## config.mk

```make
export PLATFORM = sky130hd
export DESIGN_NAME = ext_slow_mem_arbiter
export DESIGN_NICKNAME = d
export VERILOG_FILES = /design/src/rtl/ext_slow_mem_arbiter.sv
export SDC_FILE = /design/constraint.sdc
export NUM_CORES = 1
export LEC_CHECK = 0
export CAP_MARGIN = 20
export CORE_AREA = 5 5 204 206
export DETAILED_ROUTE_END_ITERATION = 7
export DIE_AREA = 0 0 209 211
export GPL_TIMING_DRIVEN = 0
export PLACE_DENSITY = 0.47
export SYNTH_ARGS = -nofsm -noshare
export SYNTH_HDL_FRONTEND = slang
export SYNTH_SLANG_ARGS = --single-unit
```

## constraint.sdc

```tcl
create_clock -name clk_i -period 7 [get_ports clk_i]
set_input_delay 2.1 -clock clk_i [delete_from_list [all_inputs] [get_ports clk_i]]
set_output_delay 2.1 -clock clk_i [all_outputs]
set_load 0.005 [all_outputs]
```

## src/rtl/ext_slow_mem_arbiter.sv

```systemverilog
// Round-robin arbiter sharing one external slow-memory slave among NMASTER masters.
// One transaction in flight; out-of-window requests get a local zero-data response and are counted.
module ext_slow_mem_arbiter #(
  parameter int          NMASTER    = 4,
  parameter logic [31:0] START_ADDR = 32'hF000_0000,
  parameter logic [31:0] SIZE       = 32'h200
) (
  input  logic                     clk_i,
  input  logic                     rst_ni,
  input  logic [NMASTER-1:0]       m_req_i,
  input  logic [NMASTER-1:0]       m_we_i,
  input  logic [NMASTER-1:0][3:0]  m_be_i,
  input  logic [NMASTER-1:0][31:0] m_addr_i,
  input  logic [NMASTER-1:0][31:0] m_wdata_i,
  output logic [NMASTER-1:0]       m_gnt_o,
  output logic [NMASTER-1:0]       m_rvalid_o,
  output logic [NMASTER-1:0][31:0] m_rdata_o,
  output logic                     s_req_o,
  output logic                     s_we_o,
  output logic [3:0]               s_be_o,
  output logic [31:0]              s_addr_o,
  output logic [31:0]              s_wdata_o,
  input  logic                     s_gnt_i,
  input  logic                     s_rvalid_i,
  input  logic [31:0]              s_rdata_i,
  output logic                     busy_o,
  output logic [7:0]               decerr_cnt_o
);
  // state     | meaning
  // IDLE      | arbitrate, grant winner combinationally
  // WAIT_GNT  | s_req_o held until slave grants
  // WAIT_RESP | pass slave response through to owner
  // DECERR    | one-cycle local zero-data response to owner

  localparam int          IW = (NMASTER > 1) ? $clog2(NMASTER) : 1;
  localparam logic [32:0] LO = {1'b0, START_ADDR};
  localparam logic [32:0] HI = {1'b0, START_ADDR} + {1'b0, SIZE};

  typedef enum logic [1:0] {IDLE, WAIT_GNT, WAIT_RESP, DECERR} state_t;

  state_t          r_state, w_state_nxt;
  logic [IW-1:0]   r_ptr, r_owner;
  logic [IW-1:0]   w_winner, w_ptr_nxt;
  logic            w_found;
  logic            w_in_range;
  logic [32:0]     w_addr_ext;
  logic            r_s_req, r_s_we;
  logic [3:0]      r_s_be;
  logic [31:0]     r_s_addr, r_s_wdata;
  logic [7:0]      r_decerr_cnt;

  // Cyclic scan starting at r_ptr; first requester wins.
  always_comb begin
    w_found  = 1'b0;
    w_winner = '0;
    for (int i = 0; i < NMASTER; i++) begin
      if (!w_found && m_req_i[(int'(r_ptr) + i) % NMASTER]) begin
        w_found  = 1'b1;
        w_winner = IW'((int'(r_ptr) + i) % NMASTER);
      end
    end
  end

  assign w_ptr_nxt  = (w_winner == IW'(NMASTER - 1)) ? '0 : w_winner + 1'b1;
  assign w_addr_ext = {1'b0, m_addr_i[w_winner]};
  assign w_in_range = (w_addr_ext >= LO) && (w_addr_ext < HI);

  always_comb begin
    w_state_nxt = r_state;
    m_gnt_o     = '0;
    m_rvalid_o  = '0;
    m_rdata_o   = '0;
    case (r_state)
      IDLE: begin
        if (w_found) begin
          m_gnt_o[w_winner] = 1'b1;
          w_state_nxt       = w_in_range ? WAIT_GNT : DECERR;
        end
      end
      WAIT_GNT: begin
        if (s_gnt_i) w_state_nxt = WAIT_RESP;
      end
      WAIT_RESP: begin
        m_rvalid_o[r_owner] = s_rvalid_i;
        m_rdata_o[r_owner]  = s_rdata_i;
        if (s_rvalid_i) w_state_nxt = IDLE;
      end
      DECERR: begin
        m_rvalid_o[r_owner] = 1'b1;
        w_state_nxt         = IDLE;
      end
      default: w_state_nxt = IDLE;
    endcase
  end

  always_ff @(posedge clk_i or negedge rst_ni) begin
    if (!rst_ni) begin
      r_state      <= IDLE;
      r_ptr        <= '0;
      r_owner      <= '0;
      r_s_req      <= 1'b0;
      r_s_we       <= 1'b0;
      r_s_be       <= '0;
      r_s_addr     <= '0;
      r_s_wdata    <= '0;
      r_decerr_cnt <= '0;
    end else begin
      r_state <= w_state_nxt;
      case (r_state)
        IDLE: begin
          if (w_found) begin
            r_ptr   <= w_ptr_nxt;
            r_owner <= w_winner;
            if (w_in_range) begin
              r_s_req   <= 1'b1;
              r_s_we    <= m_we_i[w_winner];
              r_s_be    <= m_be_i[w_winner];
              r_s_addr  <= m_addr_i[w_winner];
              r_s_wdata <= m_wdata_i[w_winner];
            end else if (r_decerr_cnt != 8'hFF) begin
              r_decerr_cnt <= r_decerr_cnt + 8'd1;
            end
          end
        end
        WAIT_GNT: begin
          if (s_gnt_i) r_s_req <= 1'b0;
        end
        default: ;
      endcase
    end
  end

  assign s_req_o      = r_s_req;
  assign s_we_o       = r_s_we;
  assign s_be_o       = r_s_be;
  assign s_addr_o     = r_s_addr;
  assign s_wdata_o    = r_s_wdata;
  assign busy_o       = (r_state != IDLE);
  assign decerr_cnt_o = r_decerr_cnt;

endmodule

```

==> reports/summary.json <==
{
  "cts": {
    "insertion_delay_ns": 0.35,
    "clkSlewWorstSetupHoldPaths_ns": 0.07,
    "htree_num_levels": 3,
    "hold_buffers": 0,
    "tritoncts": "built",
    "inserted_clock_buffers": 9,
    "clock_tree.root_cell": "sky130_fd_sc_hd__clkbuf_16",
    "clock_sinks": 84,
    "cts_buffer_depth": 2
  },
  "synth": {
    "number_of_enable_type_register_cells_in_the_synthesized_netlist": 0,
    "synthCells": 770,
    "mappedNetlistNets": 1091,
    "netlist-cell-type-count": 39,
    "ys_seq_elements": 84,
    "synth_top_family_by_area": "simple AND/OR/NAND/NOR gates",
    "syn_area_per_cell_um2": 7.72,
    "synth_adder_area_share_pct": 1.05,
    "muxShareOfSynthArea_pct": 11.8,
    "synth_seq_area_share_pct": 35.3,
    "post_synth_xor_area_fraction_pct": 1.03,
    "synth-async-reset-ratio_pct": 100,
    "synthFlopType": "sky130_fd_sc_hd__dfrtp_1",
    "synth_area_mm2": 0.00595,
    "ys_warn_count": 0,
    "synth_compound_area_share_pct": 6.40,
    "synth-simple-area-share_pct": 39.6
  },
  "routing": {
    "met1Wirelength_mm": 15.2,
    "postRouteAntennaNets": 0,
    "route.vias.total": 7411,
    "routedWlPerCell_um": 19.9,
    "vias_per_cell": 4.02,
    "detailroute.wirelength.met2_mm": 18.8,
    "top_sig_layer": "met4",
    "drc": 0,
    "met3RoutedLength_mm": 2.26,
    "first_pass_iters": 5,
    "finalWirelength_mm": 36.7,
    "drt_iter0_markers": 353
  },
  "place": {
    "placed_cells": 1826,
    "dpl.hpwl_mm": 30.6,
    "count_of_input_and_output_buffers": 530,
    "gp_congestion": 0.927
  },
  "sta": {
    "drv_slew": 0,
    "post-route-period-util_pct": 96.9,
    "rsz0062_at_grt": "no",
    "top_achievable_clock_speed_mhz": 147,
    "setup_viol": 0,
    "finalHoldViolCount": 0,
    "worst_slew_pin_slew_ns": 1.05,
    "max-slew-margin-rel_pct": 29.4,
    "period_minus_slack_ns": 6.79,
    "clock-skew-final_ns": 0.0109
  },
  "run": {
    "cap_viol_max_count": 0
  },
  "die": {
    "ios": 531,
    "die_area_mm2": 0.0441,
    "floorplan.initialDensity_pct": 15.1,
    "die_width_um": 209,
    "fp.dieH_um": 211,
    "number_of_core_rows": 73,
    "core_area_mm2": 0.0395
  },
  "critical_path": {
    "setup.worst_path.class": "in -> out",
    "r2r-start": "r_ptr[0]$_DFFE_PN0P_",
    "regToRegSetupSlack_ns": 3.78,
    "crit_required_ns": 4.90,
    "worst_setup_path_start_kind": "primary input",
    "worst_setup_path_startpoint": "m_req_i[1]",
    "critPathCaptureType": "primary output",
    "timing.critical_path.arrival_ns": 4.69,
    "timing.critical_path.fanout_max": 13
  },
  "finish": {
    "final_instance_count_without_filler_cells": 1844,
    "final_core_utilization_pct": 31.2,
    "multiInputGateArea_mm2": 0.00356,
    "synthToLayoutAreaGrowth_pct": 107,
    "regArea_mm2": 0.00210,
    "fillCellCount": 4294,
    "finish.net_count": 1634,
    "drive_above_1_share_pct": 6.60
  },
  "grt": {
    "first_global_vias": 7892,
    "grt_start_max_net_pins": 47,
    "globalRouteTotalUtil_pct": 15.8,
    "grt_antenna_before_repair": 0,
    "gr-total-overflow": 0,
    "first_pass_grt_wire_length_mm": 53.0
  },
  "run_status": {
    "run_status": "completed"
  },
  "power": {
    "max-vdd-ir-drop_mv": 0.119,
    "p_leak_nw": 5.20,
    "p_per_area_mw_per_mm2": 228
  },
  "hold_path": {
    "min-delay-start": "s_addr_o[30]$_DFFE_PN0P_",
    "worstHoldPathType": "reg -> reg"
  }
}
[report_power, final]
part / internal [W] / switching, W / leakage [nW]
Clock: 0.000316 / 0.000225 / 0.155
Sequential: 0.000519 / 0.0000421 / 1.15
Combinational: 0.000756 / 0.000945 / 3.89
Total: 0.00159 / 0.00121 / 5.20
[flip-flops by register name, indices dropped and copies added, names as in the netlist]
register      flops
r_state           2
s_be_o            4
s_wdata_o        32
s_addr_o         32
r_ptr             2
r_owner           2
s_we_o            1
decerr_cnt_o      8
s_req_o           1
[cells by family after synthesis]
logic type / count (synthesis)
AND/OR/NAND/NOR: 504
flip-flops: 84
buffers and inverters: 63
AO/OA/AOI/OAI: 60
multiplexers: 47
XOR/XNOR: 7
adder cells (fa/ha/maj): 5
[area by class of cell]
cell class                      count  share of cell area [%]
Clock inverter                      5                   0.671
Clock buffer                       11                    1.89
Sequential cell                    84                    17.1
Buffer                             56                    2.32
Tap cell                          525                    5.34
Antenna cell                        1                  0.0203
Multi-Input combinational cell    623                    29.0
Inverter                            5                   0.203
Timing Repair Buffer              534                    43.5
[critical path, stage by stage]
cell and delay, ns:
sky130_fd_sc_hd__clkdlybuf4s50_1 0.52, sky130_fd_sc_hd__nor2b_1 0.09, sky130_fd_sc_hd__or4_1 0.56, sky130_fd_sc_hd__nand2_4 0.17, sky130_fd_sc_hd__inv_4 0.12, sky130_fd_sc_hd__clkbuf_4 0.26, sky130_fd_sc_hd__ha_1 0.21, sky130_fd_sc_hd__and2_1 0.16
sky130_fd_sc_hd__clkdlybuf4s50_1 0.48
[worst paths after layout]
kind | to | cells after the start
max in group asynchronous | s_wdata_o[30]$_DFFE_PN0P_ | 2
min | s_addr_o[30]$_DFFE_PN0P_ | 1
max | m_gnt_o[2] | 9
min reg2reg | s_addr_o[30]$_DFFE_PN0P_ | 1
max reg2reg | s_addr_o[7]$_DFFE_PN0P_ | 10
min in group asynchronous | s_addr_o[14]$_DFFE_PN0P_ | 1
[stage by stage]
step | hold slack [ns] | setup WS [ns] | setup TNS, ns | total power, W | cell area [um^2]
after detailed placement | 0.458 | -1.01 | -3.51 | 0.00228 | 11900
after CTS | 0.476 | -0.0369 | -0.0369 | 0.00286 | 12300
final | 0.467 | 0.215 | 0 | 0.00280 | 12300
after global routing | 0.503 | 0.0490 | 0 | 0.00302 | 12300
after floorplan | 0.459 | 1.10 | 0 | 0.00136 | 5950
after global placement | 0.450 | -0.996 | -3.44 | 0.00229 | 11900
[cells in the mapped netlist, drive strengths merged (2+ instances only)]
cell type,n,area [um^2]
or2,3,18.8
a21oi,2,10.0
ha,5,62.6
nand4,5,31.3
nand2,234,881
clkbuf,49,184
o21ai,5,25.0
and3,49,307
nand2b,7,43.8
dfrtp,84,2100
nor4b,5,43.8
nand3,5,25.0
and2,55,344
xnor2,7,61.3
buf,9,83.8
mux2,47,702
nor2,108,405
inv,5,18.8
a21boi,3,22.5
a31oi,46,288
nor2b,5,31.3
and4b,4,40.0
nor3,5,25.0
nor4,16,130
[per-layer routing]
metal,track usage [%],vias to the layer above
met2,28.9,301
li1,-,3655
met3,4.08,30
met5,0,-
met1,18.8,3425
met4,3.22,0
[cell usage in the layout (no fill, tap or decap), drive strengths merged]
master / Yosys / final
nor2b: 5 / 5
nor2: 108 / 108
a2bb2oi: 1 / 1
a31oi: 46 / 46
nor4b: 5 / 5
buf: 9 / 14
or4b: 1 / 1
o21ai: 5 / 5
inv: 5 / 6
o32a: 1 / 1
nand2b: 7 / 7
xnor2: 7 / 7
clkdlybuf4s50: 0 / 528
mux2: 47 / 47
dfrtp: 84 / 84
nand4: 5 / 5
or4: 1 / 1
clkbuf: 49 / 58
and3: 49 / 49
a21boi: 3 / 3
nand2: 234 / 234
ha: 5 / 5
nor3: 5 / 5
dlymetal6s2s: 0 / 1
clkinv: 0 / 1
clkinvlp: 0 / 1
diode: 0 / 1
bufinv: 0 / 2
and2: 55 / 55
and4: 1 / 1
o31ai: 1 / 1
a21oi: 2 / 2
a41oi: 1 / 1
or2: 3 / 3
nor4: 16 / 16
and4b: 4 / 4
nand3: 5 / 5
[timing repair]
| action | CTS | global route |
|---|---|---|
| resized for setup | 11 | 3 |
| pin swaps | 0 | 1 |
| setup endpoints to repair | 4 | 4 |
| buffers inserted | 0 | 3 |
(Power assumes the default switching activity.)
